===== config.mk =====
export PLATFORM = sky130hd
export DESIGN_NAME = ddr3_axi_port_arb
export DESIGN_NICKNAME = d
export VERILOG_FILES = /design/src/rtl/ddr3_arb_pkg.sv /design/src/rtl/ddr3_rr_arb.sv /design/src/rtl/ddr3_axi_port_arb.sv
export SDC_FILE = /design/constraint.sdc
export NUM_CORES = 1
export LEC_CHECK = 0
export ABC_AREA = 0
export BUFFER_PORTS_ARGS = -buffer_cell sky130_fd_sc_hd__buf_2
export CORE_AREA = 2 2 657 659
export DETAILED_ROUTE_END_ITERATION = 8
export DIE_AREA = 0 0 659 661
export PLACE_DENSITY_LB_ADDON = 0.05
export SLEW_MARGIN = 10
export SYNTH_ARGS = -nofsm -noshare
export SYNTH_HDL_FRONTEND = slang
export SYNTH_HIERARCHICAL = 1
export SYNTH_SLANG_ARGS = --single-unit

===== constraint.sdc =====
create_clock -name clk_i -period 9.35 [get_ports clk_i]
set_input_delay 0.935 -clock clk_i [delete_from_list [all_inputs] [get_ports clk_i]]
set_output_delay 0.935 -clock clk_i [all_outputs]
set_load 0.02 [all_outputs]

===== src/rtl/ddr3_arb_pkg.sv =====
// Shared widths, request payload and arbiter state encoding for the DDR3 port arbiter.
package ddr3_arb_pkg;

    localparam int unsigned RAM_DATA_W = 128;
    localparam int unsigned RAM_STRB_W = 16;
    localparam int unsigned RAM_ID_W   = 16;
    localparam int unsigned PORT_TAG_W = 4;
    localparam int unsigned PORT_ID_W  = 12;
    localparam int unsigned RAM_ADDR_W = 32;

    // Request payload presented to the core.
    typedef struct packed {
        logic [RAM_STRB_W-1:0] wr;
        logic                  rd;
        logic [RAM_ID_W-1:0]   id;
        logic [RAM_ADDR_W-1:0] addr;
        logic [RAM_DATA_W-1:0] data;
    } ram_req_t;

    typedef enum logic {
        ST_IDLE   = 1'b0,
        ST_LOCKED = 1'b1
    } arb_state_t;

endpackage


===== src/rtl/ddr3_rr_arb.sv =====
// Combinational round-robin picker: first requester at or after ptr_i, wrapping modulo N.
module ddr3_rr_arb
    import ddr3_arb_pkg::*;
#(
    parameter  int unsigned N  = 4,
    localparam int unsigned IW = (N > 1) ? $clog2(N) : 1
) (
    input  logic [N-1:0]  req_i,
    input  logic [IW-1:0] ptr_i,
    output logic [N-1:0]  grant_c,
    output logic [IW-1:0] idx_c,
    output logic          valid_c
);

    // Scan N positions starting at the pointer; the first hit wins.
    always_comb begin
        int unsigned k;
        k       = 0;
        grant_c = '0;
        idx_c   = '0;
        valid_c = 1'b0;
        for (int unsigned i = 0; i < N; i++) begin
            k = 32'(ptr_i) + i;
            if (k >= N) begin
                k = k - N;
            end
            if (!valid_c && req_i[IW'(k)]) begin
                valid_c             = 1'b1;
                idx_c               = IW'(k);
                grant_c[IW'(k)]     = 1'b1;
            end
        end
    end

endmodule


===== src/rtl/ddr3_axi_port_arb.sv =====
// N-port round-robin arbiter in front of one DDR3 core: tags requests with the
// port index, routes responses back by tag, and limits outstanding requests per port.
module ddr3_axi_port_arb
    import ddr3_arb_pkg::*;
#(
    parameter int unsigned PORTS           = 4,
    parameter int unsigned MAX_OUTSTANDING = 8
) (
    input  logic                          clk_i,
    input  logic                          rst_i,
    input  logic [PORTS*RAM_STRB_W-1:0]   inport_wr_i,
    input  logic [PORTS-1:0]              inport_rd_i,
    input  logic [PORTS*PORT_ID_W-1:0]    inport_req_id_i,
    input  logic [PORTS*RAM_ADDR_W-1:0]   inport_addr_i,
    input  logic [PORTS*RAM_DATA_W-1:0]   inport_write_data_i,
    output logic [PORTS-1:0]              inport_accept_o,
    output logic [PORTS-1:0]              inport_ack_o,
    output logic [PORTS-1:0]              inport_error_o,
    output logic [PORTS*RAM_DATA_W-1:0]   inport_read_data_o,
    output logic [PORTS*PORT_ID_W-1:0]    inport_resp_id_o,
    output logic [RAM_STRB_W-1:0]         outport_wr_o,
    output logic                          outport_rd_o,
    output logic [RAM_ID_W-1:0]           outport_req_id_o,
    output logic [RAM_ADDR_W-1:0]         outport_addr_o,
    output logic [RAM_DATA_W-1:0]         outport_write_data_o,
    input  logic                          outport_accept_i,
    input  logic                          outport_ack_i,
    input  logic                          outport_error_i,
    input  logic [RAM_DATA_W-1:0]         outport_read_data_i,
    input  logic [RAM_ID_W-1:0]           outport_resp_id_i,
    output logic                          protocol_err_o
);

    localparam int unsigned IDX_W = $clog2(PORTS);
    localparam int unsigned CNT_W = $clog2(MAX_OUTSTANDING + 1);
    localparam logic [CNT_W-1:0] CNT_MAX = CNT_W'(MAX_OUTSTANDING);

    arb_state_t        state_q, state_d;
    logic [IDX_W-1:0]  grant_q, grant_d;
    logic [IDX_W-1:0]  rr_ptr_q, rr_ptr_d;
    logic [CNT_W-1:0]  count_q [PORTS];
    logic [CNT_W-1:0]  count_d [PORTS];
    logic              protocol_err_q, protocol_err_d;

    logic [PORTS-1:0]      req_vec_c;
    logic [PORTS-1:0]      elig_c;
    logic [PORTS-1:0]      pick_grant_c;
    logic [IDX_W-1:0]      pick_idx_c;
    logic                  pick_valid_c;
    logic [PORTS-1:0]      sel_oh_c;
    logic [IDX_W-1:0]      sel_idx_c;
    logic                  sel_valid_c;
    ram_req_t              req_c;
    logic [PORT_TAG_W-1:0] tag_c;
    logic [PORTS-1:0]      ack_c;
    logic                  bad_ack_c;

    // Per-port request detection and credit-based eligibility.
    always_comb begin
        req_vec_c = '0;
        elig_c    = '0;
        for (int p = 0; p < PORTS; p++) begin
            req_vec_c[p] = (|inport_wr_i[p*RAM_STRB_W +: RAM_STRB_W]) | inport_rd_i[p];
            elig_c[p]    = req_vec_c[p] && (count_q[p] < CNT_MAX);
        end
    end

    ddr3_rr_arb #(
        .N (PORTS)
    ) u_rr_arb (
        .req_i   (elig_c),
        .ptr_i   (rr_ptr_q),
        .grant_c (pick_grant_c),
        .idx_c   (pick_idx_c),
        .valid_c (pick_valid_c)
    );

    // Lock FSM: hold a grant until the core accepts it; advance the pointer on accept.
    always_comb begin
        state_d     = state_q;
        grant_d     = grant_q;
        rr_ptr_d    = rr_ptr_q;
        sel_oh_c    = pick_grant_c;
        sel_idx_c   = pick_idx_c;
        sel_valid_c = pick_valid_c;
        case (state_q)
            ST_IDLE: begin
                if (pick_valid_c && !outport_accept_i) begin
                    state_d = ST_LOCKED;
                    grant_d = pick_idx_c;
                end
            end
            ST_LOCKED: begin
                sel_idx_c          = grant_q;
                sel_valid_c        = req_vec_c[grant_q];
                sel_oh_c           = '0;
                sel_oh_c[grant_q]  = req_vec_c[grant_q];
                if (outport_accept_i) begin
                    state_d = ST_IDLE;
                end
            end
            default: state_d = ST_IDLE;
        endcase
        if (!rst_i) begin
            sel_oh_c    = '0;
            sel_valid_c = 1'b0;
        end
        if (sel_valid_c && outport_accept_i) begin
            rr_ptr_d = (sel_idx_c == IDX_W'(PORTS - 1)) ? '0 : sel_idx_c + IDX_W'(1);
        end
    end

    // Request mux towards the core and accept demux back to the granted port.
    always_comb begin
        req_c           = '0;
        inport_accept_o = '0;
        for (int p = 0; p < PORTS; p++) begin
            if (sel_oh_c[p]) begin
                req_c.wr           = inport_wr_i[p*RAM_STRB_W +: RAM_STRB_W];
                req_c.rd           = inport_rd_i[p];
                req_c.id           = {PORT_TAG_W'(p), inport_req_id_i[p*PORT_ID_W +: PORT_ID_W]};
                req_c.addr         = inport_addr_i[p*RAM_ADDR_W +: RAM_ADDR_W];
                req_c.data         = inport_write_data_i[p*RAM_DATA_W +: RAM_DATA_W];
                inport_accept_o[p] = outport_accept_i;
            end
        end
    end

    assign outport_wr_o         = req_c.wr;
    assign outport_rd_o         = req_c.rd;
    assign outport_req_id_o     = req_c.id;
    assign outport_addr_o       = req_c.addr;
    assign outport_write_data_o = req_c.data;

    assign tag_c = outport_resp_id_i[RAM_ID_W-1 -: PORT_TAG_W];

    // Route an ack to its tagged port only if that port has something outstanding.
    always_comb begin
        ack_c     = '0;
        bad_ack_c = 1'b0;
        if (rst_i && outport_ack_i) begin
            bad_ack_c = 1'b1;
            for (int p = 0; p < PORTS; p++) begin
                if (tag_c == PORT_TAG_W'(p) && count_q[p] != '0) begin
                    ack_c[p]  = 1'b1;
                    bad_ack_c = 1'b0;
                end
            end
        end
    end

    assign inport_ack_o       = ack_c;
    assign inport_error_o     = ack_c & {PORTS{outport_error_i}};
    assign inport_resp_id_o   = rst_i ? {PORTS{outport_resp_id_i[PORT_ID_W-1:0]}} : '0;
    assign inport_read_data_o = rst_i ? {PORTS{outport_read_data_i}} : '0;
    assign protocol_err_o     = protocol_err_q;

    // Outstanding counters (accept increments, ack decrements) and sticky error.
    always_comb begin
        protocol_err_d = protocol_err_q | bad_ack_c;
        for (int p = 0; p < PORTS; p++) begin
            count_d[p] = count_q[p];
            if (inport_accept_o[p] && !ack_c[p] && count_q[p] < CNT_MAX) begin
                count_d[p] = count_q[p] + CNT_W'(1);
            end else if (ack_c[p] && !inport_accept_o[p]) begin
                count_d[p] = count_q[p] - CNT_W'(1);
            end
        end
    end

    // State registers.
    always_ff @(posedge clk_i or negedge rst_i) begin
        if (!rst_i) begin
            state_q        <= ST_IDLE;
            grant_q        <= '0;
            rr_ptr_q       <= '0;
            protocol_err_q <= 1'b0;
            for (int p = 0; p < PORTS; p++) begin
                count_q[p] <= '0;
            end
        end else begin
            state_q        <= state_d;
            grant_q        <= grant_d;
            rr_ptr_q       <= rr_ptr_d;
            protocol_err_q <= protocol_err_d;
            count_q        <= count_d;
        end
    end

endmodule


# == Word level (Yosys, flattened, before mapping) ==
# Index checks and enable logic that the tools add are counted.
# word_totals
mem_bits_rw,0
inputBits,905
latchBits,0
n_memories,0
mem_bits_ro,0
wordCells,187
register_bits,22
output_inout_bits,766
# classes
n_addsub,16
shifts,0
div_mod_pow,0
order_cmp,18
eq_ne,4
mux,73
reduce_logical,57
bitwise_logic,11
multipliers,0
# ops
cell,count
two-way mux 193 bit,4
two-way mux 512 bit,1
OR reduction 16 bit,4
two-way mux 4 bit,15
two-way mux 48 bit,1
logical AND 1 bit,31
two-way mux 1 bit,31
two-way mux 2 bit,10
adder 4 x 1 -> 4 bit (second input constant),4
less-than comparator 4 bit (second input constant),4
nonzero test 4 bit,4
subtractor 4 x 1 -> 4 bit (second input constant),4
less-than comparator 2 x 3 -> 1 bit (second input constant),5
logical NOT 1 bit,12
bitwise OR 4 bit,3
binary-select mux 1 bit (select 2 bit),5
demux 1 bit (select 2 bit),5
>= comparator 2 x 1 -> 1 bit (second input constant),5
>= comparator 3 bit (second input constant),3
bitwise AND 4 bit,2
== test 4 x 2 -> 1 bit (second input constant),2
nonzero test 2 bit,4
subtractor 2 x 1 -> 2 bit (second input constant),4
adder 2 x 2 -> 3 bit (second input constant),2
other kinds (10),14

# == Longest topological paths before layout ==
# Gate-level depths: netlist of the first run.
# depth
word_depth,22
depth_mapped,21

# == By module ==
# Netlist of the first run, hierarchy kept.
# by_module_without_submodules
mod,seq_area_each_um2,area_per_inst_um2,n_inst,cells_each
ddr3_axi_port_arb,550.5,11010.6,1,1775
ddr3_rr_arb,0.0,421.7,1,45

# == Worst setup path before layout of the first run ==
# Ideal clock, no wire load.
# synth_timing
kind,input to output
start,in inport_wr_i[11]
end,out outport_rd_o
path_slack_ns,3.849
path_stages,16
required_time_ns,8.415
path_buffers,2
arrival_ns,4.566
cell_sequence,nor4_1 > nand4_1 > nor4_1 > nor2_1 > mux4_1 > and2b_2 > a22oi_1 > o21ai_0 > nor2b_1 > a21oi_1 > nand3_1 > a21oi_1 > clkbuf_1 > clkbuf_1 > a22oi_1 > a21oi_1
# synth_via
word_cells_on_any_way,36
cone_classes,mux (23); bitwise (5); reduce/logical (8)
# synth_lines
element,line_no,source
"start, declared",ddr3_axi_port_arb.sv:11,"input logic [PORTS*RAM_STRB_W-1:0] inport_wr_i,"
OR reduction 16 bit *,ddr3_axi_port_arb.sv:63,req_vec_c[p] = (|inport_wr_i[p*RAM_STRB_W +: RAM_STRB_W]) | inport_rd_i[p];
bitwise OR 1 bit *,ddr3_axi_port_arb.sv:63,
logical AND 1 bit *,ddr3_axi_port_arb.sv:64,elig_c[p] = req_vec_c[p] && (count_q[p] < CNT_MAX);
named net elig_c[0],ddr3_axi_port_arb.sv:46,logic [PORTS-1:0] elig_c;
binary-select mux 1 bit (select 2 bit),ddr3_rr_arb.sv:27,if (!valid_c && req_i[IW'(k)]) begin
two-way mux 1 bit (implied by the code),ddr3_rr_arb.sv:27,
two-way mux 1 bit,ddr3_rr_arb.sv:27,
logical NOT 1 bit,ddr3_rr_arb.sv:27,
[4 not listed],n/a,
two-way mux 1 bit,ddr3_rr_arb.sv:27,
logical NOT 1 bit,ddr3_rr_arb.sv:27,
logical AND 1 bit,ddr3_rr_arb.sv:27,
two-way mux 4 bit *,ddr3_rr_arb.sv:27,
named net pick_grant_c[2],ddr3_axi_port_arb.sv:47,logic [PORTS-1:0] pick_grant_c;
two-way mux 4 bit *,ddr3_axi_port_arb.sv:86,case (state_q)
two-way mux 4 bit *,ddr3_axi_port_arb.sv:104,if (!rst_i) begin
two-way mux 193 bit * (2 in a row),ddr3_axi_port_arb.sv:118,if (sel_oh_c[p]) begin
"end, declared",ddr3_axi_port_arb.sv:22,"output logic outport_rd_o,"
# The timed path passes the listed nets; every way through them passes the cells marked *. The select of a mux whose other input is x is not followed.

# == Final worst setup path of the first run ==
# layout_timing
start,in inport_wr_i[37]
end,out outport_write_data_o[47]
# layout_via
word_cells_on_any_way,36
cone_classes,mux (23); bitwise (5); reduce/logical (8)
# layout_lines
element,line_no,source
OR reduction 16 bit *,ddr3_axi_port_arb.sv:63,
bitwise OR 1 bit *,ddr3_axi_port_arb.sv:63,
logical AND 1 bit *,ddr3_axi_port_arb.sv:64,
named net elig_c[2],ddr3_axi_port_arb.sv:46,
binary-select mux 1 bit (select 2 bit),ddr3_rr_arb.sv:27,
two-way mux 1 bit (implied by the code),ddr3_rr_arb.sv:27,
two-way mux 1 bit,ddr3_rr_arb.sv:27,
logical NOT 1 bit,ddr3_rr_arb.sv:27,
[4 not listed],n/a,
two-way mux 1 bit,ddr3_rr_arb.sv:27,
logical NOT 1 bit,ddr3_rr_arb.sv:27,
logical AND 1 bit,ddr3_rr_arb.sv:27,
two-way mux 4 bit *,ddr3_rr_arb.sv:27,
named net pick_grant_c[2],ddr3_axi_port_arb.sv:47,
two-way mux 4 bit *,ddr3_axi_port_arb.sv:86,
two-way mux 4 bit *,ddr3_axi_port_arb.sv:104,
two-way mux 193 bit * (2 in a row),ddr3_axi_port_arb.sv:118,
"end, declared",ddr3_axi_port_arb.sv:25,"output logic [RAM_DATA_W-1:0] outport_write_data_o,"
# Marks and branches as above.

==> run metrics, run 1 <==
outcome=complete, no violations; CTS Buf Count=3; switching part of the total=0.7455; Layout area overhead=111.5%; Least-Margin Pin Slew=1.118 ns; CTS tree=yes; combinational share of power=0.960; setup TNS=0 ns; CP max-delay cell=o31ai_1; DIE HEIGHT=between 600 and 700 um; Clk pwr share=0.016; Detailed Route Iter0 Violations=approximately 1.1k; Max Buffers Root-to-Sink=2; post-synth top area share=0.2771; Synth top cells by count=buf_4, a21oi_1, nor2_1; DRC=0; DIE AREA=~440000 um^2; clk_lat worst skew=approximately 0.29 ns; Root Buffer=clkbuf_16; remaining antenna violation count after routing=0; hold crit path type=in2async; Max Freq=between 100 and 150 MHz; RSZ-0062 raised after global routing=no; sequential element share of the synthesized area=0.04816; cell with the most instances after synthesis=buf_4; Die X=659 um; Max stage delay on crit path=0.71 ns; Total Power=~0.0086 W; Synth area leaders=buf_4, a21oi_1, and2_1, nor2_1, a22oi_1; first-pass GRT wire length=around 300 mm; CTS resizes=0; Hold Buf Count CTS=0; synthesis-stage register bit count=22; fillers=51.31k; number of port buffers=around 1.7k; Vias=between 15k and 20k; clock-pin slew on the worst setup and hold paths=around 0.08 ns; Max Slew Vio Count=0; Crit. End Element=output pin; WP data arrival=7.53 ns; kind of start point of the critical path=input pin; initial antenna violation count=241; Row Count=~240; CP Buf/Inv Count=5; GRT Util Overall=0.1153; largest net degree at the start of global routing=between 90 and 100; Sink Count=22; Req. time, crit path=approximately 8.4 ns; fraction of registers with async set/reset=1.000; initial core utilization=0.02664; sequential share of power=0.024; post-route minimum period=8.462 ns; final hold violations=0; Sw Pwr=0.006437 W; cell seen most often among critical-path stages=buf_4; post-synth top area cell=buf_4; MaxCap Viol Count=0; crit share post-route=0.9050; family with the most delay on the worst path=simple AND/OR/NAND/NOR gates; Cell Pwr Density=about 360 nW/um^2; final setup violating endpoints=0; YS warnings=6; Rel. slew slack=0.2484; top-level port count=approximately 1.7k; # H-tree levels=1; internal power=between 0.002 and 0.0025 W; synthesized area=approximately 11000 um^2; Nets=3917; layout cells sized above 1=0.5955; crit path max fanout=~60; LEAKAGE=about 10 nW; CP Cell Sequence=buf_2 -> nor4_2 -> nand4_1 -> nor4_1 -> nor2_1 -> mux4_2 -> nor4b_4 -> a22oi_1 -> o21ai_0 -> nor2b_1 -> a21o_4 -> buf_4 -> buf_4 -> a21oi_1 -> o31ai_1 -> buf_4 -> buf_2; Post-Syn Instances=~1.8k; Setup CP Type=in2out; routed vias/inst=roughly 2.3; TritonRoute pass-1 iters=5; gpl congestion=0.7987; final WL=between 200 and 300 mm; Setup Skew=about 0.012 ns; Syn Area/Cell=between 6 and 7 um^2; core area=approximately 430000 um^2; hpwl dp=245.8 mm; ys flop type=dfrtp_1; Remaining Overflow, GRT=0; worst-case vdd ir drop=about 110 uV; number of flops mapped to enable cells by yosys=0; post-synth cell types=49; drt wl/cell=just over 30 um; Post CTS Setup Buffer Count=0; vias in the first global route=between 15k and 20k
==> state kept, by name, indices dropped and copies added, names as in the netlist <==
name and count:
state_q 1, count_q 16, rr_ptr_q 2, grant_q 2, protocol_err_o 1
==> layer usage <==
metal  global-route usage  wire length [um]
met1               0.1241             97680
met5                    0               499
met2               0.2230            142100
met3              0.03855             22070
met4              0.01020              3988
==> cells in the final DEF (no fill, tap or decap), types with 6 or more instances in the layout <==
cell type  instances
a22oi_1          100
a221o_1           42
and2_1           146
nor2_1           233
o31ai_1           53
a31oi_1           93
mux2i_1            6
nor4_1            14
nand4_1            6
mux2_2            12
nand2_1          155
buf_4             62
nand3_1            6
dfrtp_1           22
buf_12             9
o21ai_0           19
diode_2           33
buf_2           1667
ha_1              13
a21oi_1          248
==> kinds of logic (layout without fill, tap and decap cells) <==
| group | Yosys count | count (layout) | synth area share |
|---|---|---|---|
| simple gates | 588 | 588 | 0.2378 |
| buf+inv | 574 | 1747 | 0.3299 |
| xor+xnor | 9 | 9 | 0.006895 |
| fa+ha+maj | 17 | 17 | 0.02123 |
| mux | 26 | 26 | 0.03141 |
| compound gates | 583 | 583 | 0.3243 |
| other cells | 1 | 35 | 0.0003280 |
| flops | 22 | 22 | 0.04816 |
==> per-stage QoR <==
stage | cells | setup slack (ns) | cell area (um^2) | util | hold WS [ns]
6_report | 8737 | 0.8882 | 24180 | 0.05636 | 0.4734
5_1_grt | 8712 | 0.3551 | 24120 | 0.05622 | 0.4821
4_1_cts | 8704 | 0.5715 | 24100 | 0.05617 | 0.4801
3_5_place_dp | 8700 | 0.6024 | 24000 | 0.05592 | 0.4734
3_3_place_gp | 8696 | -0.2416 | 23930 | 0.05576 | 0.4783
2_1_floorplan | 1821 | 3.849 | 11440 | - | 0.5000
==> final timing paths <==
check	from	end	slack, ns	cells past startpoint
worst max-delay path	inport_wr_i[37]	outport_write_data_o[47]	0.89	17
worst min-delay path	rst_i	count_q[2]	0.47	1
worst max register to register	rr_ptr_q[1]	count_q[3]	3.61	17
worst min register to register	protocol_err_o	protocol_err_o	0.49	1
max in group asynchronous	rst_i	count_q[11]	8.19	2
min in group clk_i	protocol_err_o	protocol_err_o	0.49	1
==> cell type report <==
cell class	instances	area (um^2)	area share
timing repair buffer	1739	9004	0.3723
multi-input combinational	1225	7283	0.3012
clock buffer	3	75.07	0.003104
clock inverter	1	30.03	0.001242
antenna	33	82.58	0.003415
inverter	4	15.01	0.0006208
tap	5710	7144	0.2954
sequential	22	550.5	0.02276
==> power groups by stage <==
stage	combinational (W)	clock [W]	sequential, W
floorplan	0.00359	0	0.000178
global placement	0.00895	0	0.000218
detailed placement	0.00884	0	0.000214
CTS	0.00888	0.000149	0.000213
global route	0.00908	0.000149	0.000221
finish	0.00829	0.000139	0.000209
No activity file was read; power rests on OpenSTA's default activity.
==> run 2, diff against run 1 <==
--- a/config.mk
+++ b/config.mk
@@ -10,7 +10,9 @@
 export CORE_AREA = 2 2 657 659
 export DETAILED_ROUTE_END_ITERATION = 8
 export DIE_AREA = 0 0 659 661
+export GPL_TIMING_DRIVEN = 1
 export PLACE_DENSITY_LB_ADDON = 0.05
+export RECOVER_POWER = 25
 export SLEW_MARGIN = 10
 export SYNTH_ARGS = -nofsm -noshare
 export SYNTH_HDL_FRONTEND = slang
==> run metrics, run 2 (same netlist as run 1, synthesis figures left out) <==
LEAKAGE=9.938 nW (was 10.46 nW); commonest non-fill, non-tap cell in the layout=buf_2 (unchanged); hpwl dp=245.8 mm (unchanged); Hold Startpoint=protocol_err_o; clock-pin slew on the worst setup and hold paths=0.08 ns (about the same); first-pass GRT wire length=308.7 mm (unchanged); DIE AREA=435600 um^2 (unchanged); post-route minimum period=8.481 ns (was 8.462 ns); worst setup margin=0.8687 ns (was 0.8882 ns); Die X=659 um (unchanged); vias in the first global route=19.52k (unchanged); final setup violating endpoints=0 (unchanged); kind of start point of the critical path=input pin (unchanged); worst-case vdd ir drop=110.1 uV (was 109.5 uV); Setup CP Type=in2out (unchanged); CTS tree=yes (unchanged); largest net degree at the start of global routing=92 (unchanged); setup TNS=0 ns (unchanged); remaining antenna violation count after routing=0 (unchanged); Least-Margin Pin Slew=2.202 ns (was 1.118 ns); MaxCap Viol Count=3 (was 0); DIE HEIGHT=661 um (unchanged); Root Buffer=clkbuf_16 (unchanged); CTS Buf Count=3 (unchanged); Post CTS Setup Buffer Count=0 (unchanged); Reg with most FFs=count_q (unchanged); top-level port count=1671 (unchanged); Detailed Route Iter0 Violations=1073 (was 1071); crit path max fanout=61 (unchanged); Vias=19.88k (about the same); crit share post-route=0.9071 (was 0.9050); CTS resizes=0 (unchanged); initial antenna violation count=241 (unchanged); Finished Cell Area=24010 um^2 (was 24180 um^2); Nets=3917 (unchanged); outcome=finished, violations left (was complete, no violations); Remaining Overflow, GRT=0 (unchanged); Hold Buf Count CTS=0 (unchanged); DRC=0 (unchanged); placed cell area=24000 um^2 (unchanged); GRT Util Overall=0.1153 (unchanged); hold crit path type=reg2reg (was in2async); crit path launch=inport_wr_i[37] (unchanged); initial core utilization=0.02664 (unchanged); Total Power=0.008648 W (was 0.008635 W); gpl congestion=0.7987 (unchanged); Setup Skew=0.01145 ns (was 0.01196 ns); TritonRoute pass-1 iters=7 (was 5); RSZ-0062 raised after global routing=no (unchanged); max FFs per register=16 (unchanged); violated checks=max-capacitance violations, max-slew violations; number of port buffers=1668 (unchanged); commonest non-fill, non-tap cells in the layout=buf_2, a21oi_1, nor2_1 (unchanged); Sink Count=22 (unchanged); # H-tree levels=1 (unchanged); clk_lat worst skew=0.29 ns (about the same); final WL=266.5 mm (was 266.4 mm); final hold violations=0 (unchanged); core area=429100 um^2 (unchanged); Row Count=241 (unchanged); RR Startpoint=rr_ptr_q[1] (unchanged); registers with the most flip-flops=count_q (16), grant_q (2), rr_ptr_q (2) (unchanged); Max Slew Vio Count=109 (was 0); drt wl/cell=30.48 um (was 30.49 um); Req. time, crit path=8.42 ns (about the same); layout cells sized above 1=0.5504 (was 0.5955); Crit. End Element=output pin (unchanged); routed vias/inst=2.274 (was 2.275); Layout area overhead=110.0% (was 111.5%); Max Freq=117.9 MHz (was 118.2 MHz); pre-CTS setup slack=0.6024 ns (unchanged); Max Buffers Root-to-Sink=2 (unchanged); WP data arrival=7.55 ns (was 7.53 ns); Cell Pwr Density=360.1 nW/um^2 (was 357.0 nW/um^2); Rel. slew slack=-0.4680 (was 0.2484)
run 2: cell types whose count changed in the layout (fill, tap and decap cells not counted), sizes merged:
cell    previous run  this run
clkbuf             3       138
diode             33        38
buf             1739      1604
run 2: cell type report:
class	count	area [um^2]
Antenna cell	38	95.09
Clock buffer	3	75.07
Clock inverter	1	30.03
Fill cell	51390	405100
Inverter	4	15.01
Multi-Input combinational cell	1225	7283
Sequential cell	22	550.5
Tap cell	5710	7144
Timing Repair Buffer	1739	8820
run 2: stage by stage:
stage,hold slack (ns),util,instances
floorplan,0.5000,-,1821
global placement,0.4783,0.05576,8696
detailed placement,0.4734,0.05592,8700
CTS,0.4801,0.05617,8704
global route,0.5312,0.05579,8712
finish,0.4956,0.05596,8742
run 2: worst max-delay path: stages:
cell and delay (ns):
buf_2 0.15, nor4_2 0.68, nand4_1 0.42, nor4_1 0.52, nor2_1 0.21, mux4_2 0.66, nor4b_4 0.43, a22oi_1 0.12
o21ai_0 0.13, nor2b_1 0.37, a21o_4 0.41, buf_4 0.70, buf_4 0.46, a21oi_1 0.13, o31ai_1 0.72, buf_4 0.22
buf_2 0.16
run 2: path summary, 6_finish.rpt:
kind                       depth (start not counted)                  endpoint  slack, ns
max in group asynchronous                          2               count_q[11]       5.83
hold / removal                                     1            protocol_err_o       0.50
setup reg to reg                                  17                count_q[3]       3.55
setup / recovery                                  17  outport_write_data_o[47]       0.87
min in group asynchronous                          1                count_q[2]       1.10
hold reg to reg                                    1            protocol_err_o       0.50
run 2: per-layer routing:
metal	share of wire	wire length (um)	global-route usage
met5	0.0018	488	0
met1	0.37	97910	0.1241
met4	0.015	3986	0.01020
met3	0.082	21790	0.03855
met2	0.53	142300	0.2230
run 2: where the power goes:
group	internal (W)	switching, W
logic	0.00197	0.00633
registers	0.000136	0.0000734
clock network	0.0000858	0.0000530
total	0.00219	0.00646
==> run 3, diff against run 2 <==
--- a/config.mk
+++ b/config.mk
@@ -7,9 +7,9 @@
 export LEC_CHECK = 0
 export ABC_AREA = 0
 export BUFFER_PORTS_ARGS = -buffer_cell sky130_fd_sc_hd__buf_2
-export CORE_AREA = 2 2 657 659
+export CORE_AREA = 2 2 643 645
 export DETAILED_ROUTE_END_ITERATION = 8
-export DIE_AREA = 0 0 659 661
+export DIE_AREA = 0 0 645 647
 export GPL_TIMING_DRIVEN = 1
 export PLACE_DENSITY_LB_ADDON = 0.05
 export RECOVER_POWER = 25
==> constraint.sdc (replaced) <==
create_clock -name clk_i -period 7.6 [get_ports clk_i]
set_input_delay 0.76 -clock clk_i [delete_from_list [all_inputs] [get_ports clk_i]]
set_output_delay 0.76 -clock clk_i [all_outputs]
set_load 0.02 [all_outputs]
==> run metrics, run 3 (same netlist as run 1, synthesis figures left out) <==
setup TNS=0 ns (unchanged); CP Cell Sequence=buf_2 -> nor4_2 -> nand4_1 -> nor4_1 -> nor2_1 -> mux4_1 -> and2b_2 -> a22oi_1 -> o21ai_0 -> buf_4 -> mux2_8 -> buf_12 -> a21oi_1 -> nor2_1 -> a21oi_1 -> o31ai_1 -> buf_4 -> buf_12 (was buf_2 -> nor4_2 -> nand4_1 -> nor4_1 -> nor2_1 -> mux4_2 -> nor4b_4 -> a22oi_1 -> o21ai_0 -> nor2b_1 -> a21o_4 -> buf_4 -> buf_4 -> a21oi_1 -> o31ai_1 -> buf_4 -> buf_2); worst-case vdd ir drop=249.8 uV (was 110.1 uV); Max stage delay on crit path=0.73 ns (was 0.72 ns); kind of start point of the critical path=input pin (unchanged); family with the most delay on the worst path=simple AND/OR/NAND/NOR gates (unchanged); metal3 WL=14.85 mm (was 21.79 mm); Post CTS Setup Buffer Count=0 (unchanged); Sink Count=22 (unchanged); final WL=239.9 mm (was 266.5 mm); gpl congestion=0.8094 (was 0.7987); wl on met1=92.67 mm (was 97.91 mm); Max Slew Vio Count=173 (was 109); worst r2r dst=count_q[7] (was count_q[3]); number of port buffers=1668 (unchanged); routed vias/inst=2.286 (was 2.274); layout cells sized above 1=0.5686 (was 0.5504); Cell Pwr Density=454.6 nW/um^2 (was 360.1 nW/um^2); top-level port count=1671 (unchanged); final hold violations=0 (unchanged); # H-tree levels=1 (unchanged); Worst R2R Setup Slack=2.45 ns (was 3.55 ns); DP Cell Count=8553 (was 8700); Detailed Route Iter0 Violations=1057 (was 1073); Hold Buf Count CTS=0 (unchanged); final setup violating endpoints=0 (unchanged); CP Buf/Inv Count=5 (unchanged); MaxCap Viol Count=3 (unchanged); Reg with most FFs=count_q (unchanged); CTS tree=yes (unchanged); R2R cell count=16 (was 17); Setup Skew=0.009825 ns (was 0.01145 ns); clock-pin slew on the worst setup and hold paths=0.08 ns (about the same); CTS Buf Count=3 (unchanged); crit share post-route=0.9712; crit path max fanout=30 (was 61); Layout area overhead=118.1% (was 110.0%); LEAKAGE=10.53 nW (was 9.938 nW); Vias=19.74k (was 19.88k); violated checks=max-capacitance violations, max-slew violations (unchanged); Max Freq=around 140 MHz; GRT Util Overall=0.1079 (was 0.1153); Nets=4006 (was 3917); worst setup margin=0.2191 ns (was 0.8687 ns); final cell count without fillers=8635 (was 8742); Setup CP Type=in2out (unchanged); RSZ-0062 raised after global routing=no (unchanged); RR Startpoint=rr_ptr_q[0] (was rr_ptr_q[1]); drt wl/cell=27.78 um (was 30.48 um); Rel. slew slack=-1.139 (was -0.4680); initial antenna violation count=228 (was 241); Row Count=236 (was 241); hpwl dp=220.1 mm (was 245.8 mm); max FFs per register=16 (unchanged); commonest non-fill, non-tap cell in the layout=buf_2 (unchanged); outcome=finished, violations left (unchanged); CP max-delay cell=a21oi_1 (was o31ai_1); Least-Margin Pin Slew=3.208 ns (was 2.202 ns); remaining antenna violation count after routing=0 (unchanged); WHS=0.3819 ns (was 0.4956 ns); post-route minimum period=roughly 7.4 ns; vias in the first global route=19.39k (was 19.52k); DIE HEIGHT=647 um (was 661 um); Max Buffers Root-to-Sink=2 (unchanged); Root Buffer=clkbuf_16 (unchanged); Die X=645 um (was 659 um); DIE AREA=417300 um^2 (was 435600 um^2); pre-CTS setup slack=-0.4052 ns (was 0.6024 ns); initial core utilization=0.02781 (was 0.02664); Total Power=0.01134 W (was 0.008648 W); hold crit path type=in2async (was reg2reg); first-pass GRT wire length=280.7 mm (was 308.7 mm); clk_lat worst skew=0.28 ns (was 0.29 ns); Req. time, crit path=6.84 ns (was 8.42 ns); DRC=0 (unchanged); WP data arrival=6.62 ns (was 7.55 ns); Crit. End Element=output pin (unchanged); Remaining Overflow, GRT=0 (unchanged); core area=411000 um^2 (was 429100 um^2); routed length on met2=125.1 mm (was 142.3 mm); largest net degree at the start of global routing=115 (was 92); commonest non-fill, non-tap cells in the layout=buf_2, a21oi_1, nor2_1 (unchanged); TritonRoute pass-1 iters=5 (was 7); DR top layer=met5 (unchanged); registers with the most flip-flops=count_q (16), grant_q (2), rr_ptr_q (2) (unchanged)
-- run 3: cell count changes in the layout (fill, tap and decap cells not counted), sizes merged --
cell | before | now
buf | 1604 | 1693
diode | 38 | 78
-- run 3: power by group --
| part | switching [W] | leakage, nW | internal (W) |
|---|---|---|---|
| combinational | 0.00770 | 10.2 | 0.00320 |
| clock | 0.0000622 | 0.0516 | 0.000105 |
| sequential | 0.0000978 | 0.256 | 0.000167 |
-- run 3: layout make-up --
cell class / count / area [um^2]
Sequential cell: 22 / 550.5
Clock inverter: 1 / 30.03
Timing Repair Buffer: 1828 / 9862
Antenna cell: 78 / 195.2
Tap cell: 5474 / 6849
Fill cell: 49348 / 386100
Inverter: 4 / 15.01
Multi-Input combinational cell: 1225 / 7362
Clock buffer: 3 / 75.07
-- run 3: how the worst max path moves through the flow --
stage,start,to,cells after the start
finish,inport_wr_i[2],outport_wr_o[12],18
global route,inport_wr_i[2],outport_write_data_o[82],18
CTS,inport_wr_i[4],outport_addr_o[26],18
detailed placement,inport_wr_i[4],outport_write_data_o[23],19
global placement,inport_wr_i[41],outport_write_data_o[23],20
floorplan,inport_wr_i[11],outport_rd_o,16
-- run 3: through the flow --
| step | area [um^2] | util |
|---|---|---|
| 2_1_floorplan | 11440 | - |
| 3_3_place_gp | 24750 | 0.06021 |
| 3_5_place_dp | 24780 | 0.06027 |
| 4_1_cts | 24920 | 0.06062 |
| 5_1_grt | 24810 | 0.06037 |
| 6_report | 24940 | 0.06067 |
-- run 3: layer usage --
metal	GRT usage	vias to the layer above
met5	0	-
met3	0.02537	409
met2	0.2039	1217
li1	-	8598
met4	0.02112	60
met1	0.1221	9456
-- run 3: timing repair --
item                       CTS  global route
pin swaps                    0             0
setup endpoints to repair   37             3
gates resized for setup      7             3
